[src/rtl/jkff_bank.sv]
// jkff_bank: WIDTH-bit bank of JK/D/T flip-flops or up/down counter with sticky SR-violation flag
module jkff_bank #(
    parameter int WIDTH = 8,
    parameter logic [WIDTH-1:0] RESET_VAL = '0
) (
    input  logic             clk,
    input  logic             rst,
    input  logic             en,
    input  logic [1:0]       mode,
    input  logic [WIDTH-1:0] j,
    input  logic [WIDTH-1:0] k,
    output logic [WIDTH-1:0] x,
    output logic [WIDTH-1:0] y,
    output logic             sr_err,
    output logic             tc
);
    logic [WIDTH-1:0] nxt;
    always_comb begin
        nxt = mode == 2'b00 ? (j & ~x) | (~k & x) :
              mode == 2'b01 ? j :
              mode == 2'b10 ? x ^ j :
              k[0]          ? x - 1'b1 : x + 1'b1;
    end
    always_ff @(posedge clk or posedge rst) begin
        if (rst) begin
            x      <= RESET_VAL;
            sr_err <= 1'b0;
        end else if (en) begin
            x <= nxt;
            if (mode == 2'b00 && |(j & k)) sr_err <= 1'b1;
        end
    end
    assign y  = ~x;
    assign tc = en && mode == 2'b11 && (k[0] ? x == '0 : x == '1);
endmodule

[config.mk]
export PLATFORM = sky130hd
export DESIGN_NAME = jkff_bank
export DESIGN_NICKNAME = d
export VERILOG_FILES = /design/src/rtl/jkff_bank.sv
export SDC_FILE = /design/constraint.sdc
export NUM_CORES = 1
export LEC_CHECK = 0
export ABC_AREA = 1
export BUFFER_PORTS_ARGS = -buffer_cell sky130_fd_sc_hd__buf_2
export CORE_ASPECT_RATIO = 0.6
export CORE_MARGIN = 4
export CORE_UTILIZATION = 30
export DETAILED_ROUTE_END_ITERATION = 8
export SLEW_MARGIN = 30
export SYNTH_ARGS = -nofsm -noshare
export SYNTH_HDL_FRONTEND = slang
export SYNTH_SLANG_ARGS = --single-unit
export TNS_END_PERCENT = 1
[constraint.sdc]
create_clock -name clk -period 1.93 [get_ports clk]
set_clock_uncertainty 0.05 [all_clocks]
set_input_delay 0.386 -clock clk [delete_from_list [all_inputs] [get_ports clk]]
set_output_delay 0.386 -clock clk [all_outputs]
set_load 0.02 [all_outputs]
==> results_dict.tcl, run 1 <==
set metrics [dict create \
    drv_slew 0 \
    p_per_area_nw_per_um2 831 \
    final_cell_mix "59 x nand2_1, 37 x buf_2, 26 x inv_1" \
    drc 0 \
    cp.arrival_ps 1520 \
    start_util 0.318 \
    max-clock-path-buffers 2 \
    hold_path.class "input port to asynchronous set/reset pin" \
    clkPwrFrac 0.174 \
    synth_area_leaders "dfrtp_1 21%, nand2_1 21%, inv_1 10%, ha_1 7.1%, a21oi_1 6.2%" \
    synth-seq-cells 9 \
    fillers 374 \
    syn_inst 177 \
    ir_worst_vdd_v 0.000371 \
    place_inst 266 \
    yosys_warnings 0 \
    finalCritPeriodShare 1.01 \
    rows 16 \
    reg2reg_from "x[3]" \
    rsz0062_at_grt "yes" \
    netlist.area_leader.share 0.213 \
    syn_area_sq_um 1060 \
    start_kind "flip-flop" \
    synth_xor_area_frac 0.0249 \
    cts_tree "done" \
    antenna_found_initial 0 \
    die_width_um 84.6 \
    yosysUniqueCellTypes 24 \
    path_max_fanout 4 \
    cpLargestDelayFamily "simple AND/OR/NAND/NOR gates" \
    path_class "flip-flop to primary output" \
    synth_top_family_by_area "simple AND/OR/NAND/NOR gates" \
    intPower_uw 678 \
    nNetsFinal 261 \
    relSlewSlack 0.742 \
    reg2regPathDepth 9 \
    end_kind "primary output" \
    grt_usage 0.170 \
    total_leakage_power_uw 0.000830 \
    synth_simple_gate_area_frac 0.366 \
    io_buffers 38 \
    grt_pass1_vias 1204 \
    drive_gt1_frac 0.315 \
    hold_viol 0 \
    synth_compound_area_frac 0.194 \
    yosysTopAreaCell "dfrtp_1" \
    violations "setup timing" \
    cp_cell_sequence "inv_1, nor4_4, nand4_1, a21oi_2, buf_4" \
    setup_slack_ps -25.9 \
    cts_max_level 1 \
    core_sq_um 3320 \
    synth_nets 205 \
    layout_commonest_cell "nand2_1" \
    routed_wl_mm 3.74 \
    die_area_sq_um 4560 \
    fin_util 0.456 \
    drtAntennaViolNets 0 \
    reg2reg_slack_ps 140 \
    p_total_uw 1260 \
    ios 39 \
    routed_via_density 4.95 \
    r2r-end "x[6]" \
    crit_required_ps 1490 \
    synthAdderAreaFrac 0.0900 \
    tightestPinTransition_ps 386 \
    setup_viol 1 \
    seq_power_share 0.220 \
    pre_cts_slack_ps 26.1 \
    grt_max_degree 15 \
    globalplace.congestion 0.837 \
    clock_latency_ps 230 \
    status "finished, violations left" \
    synth-seq-area-share 0.213 \
    clkSinkCount 9 \
    swShare 0.462 \
    finalCriticalPeriod_ps 1960 \
    grt_pass1_wl_mm 5.92 \
    dp_hpwl_mm 3.02 \
    critPathSlowestCell "dfrtp_2" \
    muxShareOfSynthArea 0 \
    gr-total-overflow 0 \
    drv_cap 0 \
    diodes 0 \
    drt_iter0_markers 60 \
    clk_pin_slew_ps 50 \
    dr.pass1.iters 4 \
    routedWlPerCell_um 13.5 \
    die_y_um 54.0 \
    fmax_mhz 511 \
    cp.buffers_inverters 2 \
    critPathMaxStageDelay_ps 390 \
    switching_power_uw 582 \
    syn_to_final_growth_pct 43.6 \
    cts-root-buf "clkbuf_8" \
    stdcell_count 277 \
    num_vias 1370 \
    synth_area_per_cell_sq_um 5.97 \
    numCtsBuffers 3 \
    pwr-share-comb 0.607 \
]
## logic make-up after synthesis
family                   count (synthesis)
AO/OA/AOI/OAI                           34
XOR/XNOR                                 3
flip-flops                               9
AND/OR/NAND/NOR                         93
buffers and inverters                   31
adder cells (fa/ha/maj)                  7
## Yosys cell counts (all sizes together)
| cell type | number |
|---|---|
| nor2 | 12 |
| ha | 6 |
| a221oi | 2 |
| buf | 1 |
| o21ai | 11 |
| nor3 | 2 |
| xnor2 | 2 |
| xor2 | 1 |
| nor4 | 2 |
| dfrtp | 9 |
| o221a | 1 |
| nand2 | 60 |
| fa | 1 |
| nand3 | 12 |
| o221ai | 3 |
| a31oi | 1 |
| o211ai | 2 |
| nand4 | 3 |
| o2111ai | 1 |
| or2 | 2 |
| a21oi | 13 |
| inv | 30 |
## registers in the layout (all words and copies together) (netlist names)
register,flops
x,8
sr_err,1
## power by group through the flow
stage / sequential, uW / clock (uW) / combinational (uW)
2_1_floorplan: 312 / 0 / 397
3_3_place_gp: 282 / 0 / 656
3_5_place_dp: 281 / 0 / 660
4_1_cts: 275 / 227 / 732
5_1_grt: 284 / 237 / 848
6_report: 277 / 219 / 765
## worst register-to-register path, stage by stage, from the launching register on
cell and delay (ps):
dfrtp_2 420, buf_12 140, buf_4 140, ha_4 240, or2_2 290, nand4_1 100
nand2_1 70, xor2_1 140, nand2_1 60, nand2_1 40
## how the worst max path moves through the flow
stage                       to  slack (ps)  cells after the start  startpoint
after floorplan             tc          20                      4        x[0]
after global placement      tc          40                      5        x[0]
after detailed placement  x[4]          30                     13        k[0]
after CTS                   tc         0.2                      5        x[3]
after global routing        tc         -50                      5        x[3]
final                       tc         -30                      5        x[3]
## stage by stage
step | area (sq um) | hold slack, ps | setup TNS (ps)
floorplan | 1060 | 164 | 0
global placement | 1350 | 327 | 0
detailed placement | 1350 | 329 | 0
CTS | 1480 | 81.2 | 0
global route | 1520 | 91.1 | -52.8
finish | 1520 | 75.2 | -25.9
## routing by layer
| metal | part of all wire | routed length (um) | track usage |
|---|---|---|---|
| met5 | 0 | 0 | 0 |
| met4 | 0 | 0 | 0.0289 |
| met3 | 0.10 | 379 | 0.0459 |
| met2 | 0.41 | 1540 | 0.249 |
| met1 | 0.49 | 1830 | 0.249 |
## layout make-up
class,count,area [sq um],share of cell area
multi-input cells,137,763,0.503
inverters,30,113,0.0743
clock buffers,4,45.0,0.0297
well taps,45,56.3,0.0371
repair buffers,52,310,0.205
flip-flops and latches,9,229,0.151
## repair_timing
item	CTS	global route
gates resized for setup	5	10
hold buffers	0	0
setup buffers	7	0
pin swaps	1	0
setup endpoints to repair	1	6
Power figures use the tool's default switching activity.
==> run 2, diff against run 1 <==
--- a/config.mk
+++ b/config.mk
@@ -9,8 +9,10 @@
 export BUFFER_PORTS_ARGS = -buffer_cell sky130_fd_sc_hd__buf_2
 export CORE_ASPECT_RATIO = 0.6
 export CORE_MARGIN = 4
-export CORE_UTILIZATION = 30
+export CORE_UTILIZATION = 40
+export CTS_BUF_LIST = sky130_fd_sc_hd__clkbuf_4 sky130_fd_sc_hd__clkbuf_8
 export DETAILED_ROUTE_END_ITERATION = 8
+export PLACE_DENSITY = 0.67
 export SLEW_MARGIN = 30
 export SYNTH_ARGS = -nofsm -noshare
 export SYNTH_HDL_FRONTEND = slang
==> run 2 against run 1 <==
  * The flow still finishes with violations (setup timing)
  * Via count up 1.5%
  * Final cell count fell by 6.5%
  * Setup slack gained 25 ps
  * Wire length shrank 6.3%
  * Worst hold slack improved by 2.2 ps
  * Non-clock buffer count is 5 lower
  * Power decreased by 2.0%
  * Design area is 4.4% lower
  * First-iteration DRC count rose by 100%
  * Sequential power decreased by 3%
  * Sequential share of layout area increased by 0.69 points
  * Highest routed layer is now met4
==> results_dict.tcl, run 2 (synthesis results as in run 1) <==
set metrics [dict create \
    status "finished, violations left" \
    violations "setup timing" \
    finalCriticalPeriod_ps 1930 \
    stdcell_count 259 \
    grt.busiest_layer "met2" \
    syn_to_final_growth_pct 37.3 \
    globalplace.congestion 0.904 \
    core_sq_um 2500 \
    p_per_area_nw_per_um2 852 \
    setup_slack_ps -0.816 \
    die_y_um 47.8 \
    start_kind "flip-flop" \
    clock_latency_ps 240 \
    critPathMaxStageDelay_ps 400 \
    met1_usage 0.301 \
    reg2regPathDepth 11 \
    start_util 0.422 \
    path_max_fanout 3 \
    reg.largest.list "x (8), sr_err (1)" \
    num_vias 1390 \
    seqCellArea_sq_um 229 \
    rsz0062_at_grt "yes" \
    largest_register "x" \
    grt_pass1_vias 1245 \
    cp.buffers_inverters 2 \
    routed_wl_mm 3.51 \
    relSlewSlack 0.718 \
    use_met3 0.0671 \
    final_cell_mix "59 x nand2_1, 37 x buf_2, 27 x inv_1" \
    layout_commonest_cell "nand2_1" \
    pre_cts_slack_ps 82.7 \
    cp_cell_sequence "buf_6, nor4_4, nand4_1, a21oi_2, buf_4" \
    ios 39 \
    io_buffers 38 \
    grt_max_degree 15 \
    drt_iter0_markers 122 \
    grt_usage 0.213 \
    cts_max_level 1 \
    drive_gt1_frac 0.286 \
    nNetsFinal 256 \
    max-clock-path-buffers 2 \
    drv_cap 0 \
    dr.pass1.iters 4 \
    ir_worst_vdd_v 0.000409 \
    setup_viol 1 \
    routed_via_density 5.37 \
    cp.arrival_ps 1490 \
    largest_reg_flops 8 \
    routedWlPerCell_um 13.5 \
    hold_buffers 0 \
    path_class "flip-flop to primary output" \
    fmax_mhz 518 \
    die_area_sq_um 3550 \
    cp.depth 5 \
    die_width_um 74.3 \
    fillers 252 \
    diodes 0 \
    place_inst 251 \
    finalCritPeriodShare 1.00 \
    critPathSlowestCell "dfrtp_1" \
    total_leakage_power_uw 0.000807 \
    clkSinkCount 9 \
    use_met2 0.322 \
    rows 14 \
    crit_required_ps 1490 \
    antenna_found_initial 0 \
    startpoint "x[1]" \
    reg2reg_from "x[2]" \
    hold_path.class "input port to asynchronous set/reset pin" \
    hold_viol 0 \
    drtAntennaViolNets 0 \
    gr-total-overflow 0 \
    multi_input_area_sq_um 752 \
    tightestPinTransition_ps 422 \
    end_kind "primary output" \
    dp_hpwl_mm 2.87 \
    drv_slew 0 \
    clk_pin_slew_ps 50 \
    drc 0 \
    numCtsBuffers 3 \
    cts_tree "done" \
    cts-root-buf "clkbuf_8" \
    cpLargestDelayFamily "simple AND/OR/NAND/NOR gates" \
    grt_pass1_wl_mm 5.55 \
]
## run 2: path summary, 6_finish.rpt
kind / end / slack [ps]
worst min register to register: sr_err / 420
min in group clk: x[4] / 390
worst max-delay path: tc / -0.8
worst min-delay path: x[7] / 80
worst max register to register: x[3] / 120
max in group asynchronous: x[3] / 1430
## run 2: stage by stage
step | total power, uW | TNS (ps) | hold slack [ps] | instance area, sq um | utilization
3_3_place_gp | 906 | 0 | 331 | 1320 | 0.526
3_5_place_dp | 920 | 0 | 346 | 1320 | 0.526
4_1_cts | 1230 | -11.2 | 87.2 | 1450 | 0.577
2_1_floorplan | 709 | 0 | 164 | 1060 | -
6_report | 1230 | -0.816 | 77.4 | 1450 | 0.579
5_1_grt | 1330 | -88.9 | 96.8 | 1450 | 0.579
## run 2: what timing repair did
item,CTS,global route
setup buffers,4,0
endpoints found under the setup margin,1,1
gates cloned,0,0
pin swaps,5,2
gates resized for setup,12,1
## run 2: cell type report
type / count / share of cell area
timing repair buffer: 47 / 0.185
inverter: 30 / 0.0777
multi-input combinational: 137 / 0.519
tap: 32 / 0.0276
clock buffer: 4 / 0.0336
sequential: 9 / 0.158
## run 2: layer usage
metal  vias up  wire length, um
met1       640             1680
li1        686                -
met5         -                0
met4         0               12
met2        61             1440
met3         3              377
## run 2: where the power goes
| group | internal (uW) | switching (uW) | total [uW] |
|---|---|---|---|
| logic | 269 | 448 | 717 |
| clock network | 159 | 90.3 | 250 |
| registers | 227 | 41.7 | 268 |
## run 2: worst register-to-register path: stages, from the launching register on
cell and delay [ps]:
dfrtp_2 400, buf_4 150, ha_1 380, nand3_1 120, nand3_1 140, nand2_1 80, nand3_1 90, nand2_1 60
nand2_1 60, nand2_1 60, nand2_1 60, nand2_1 50
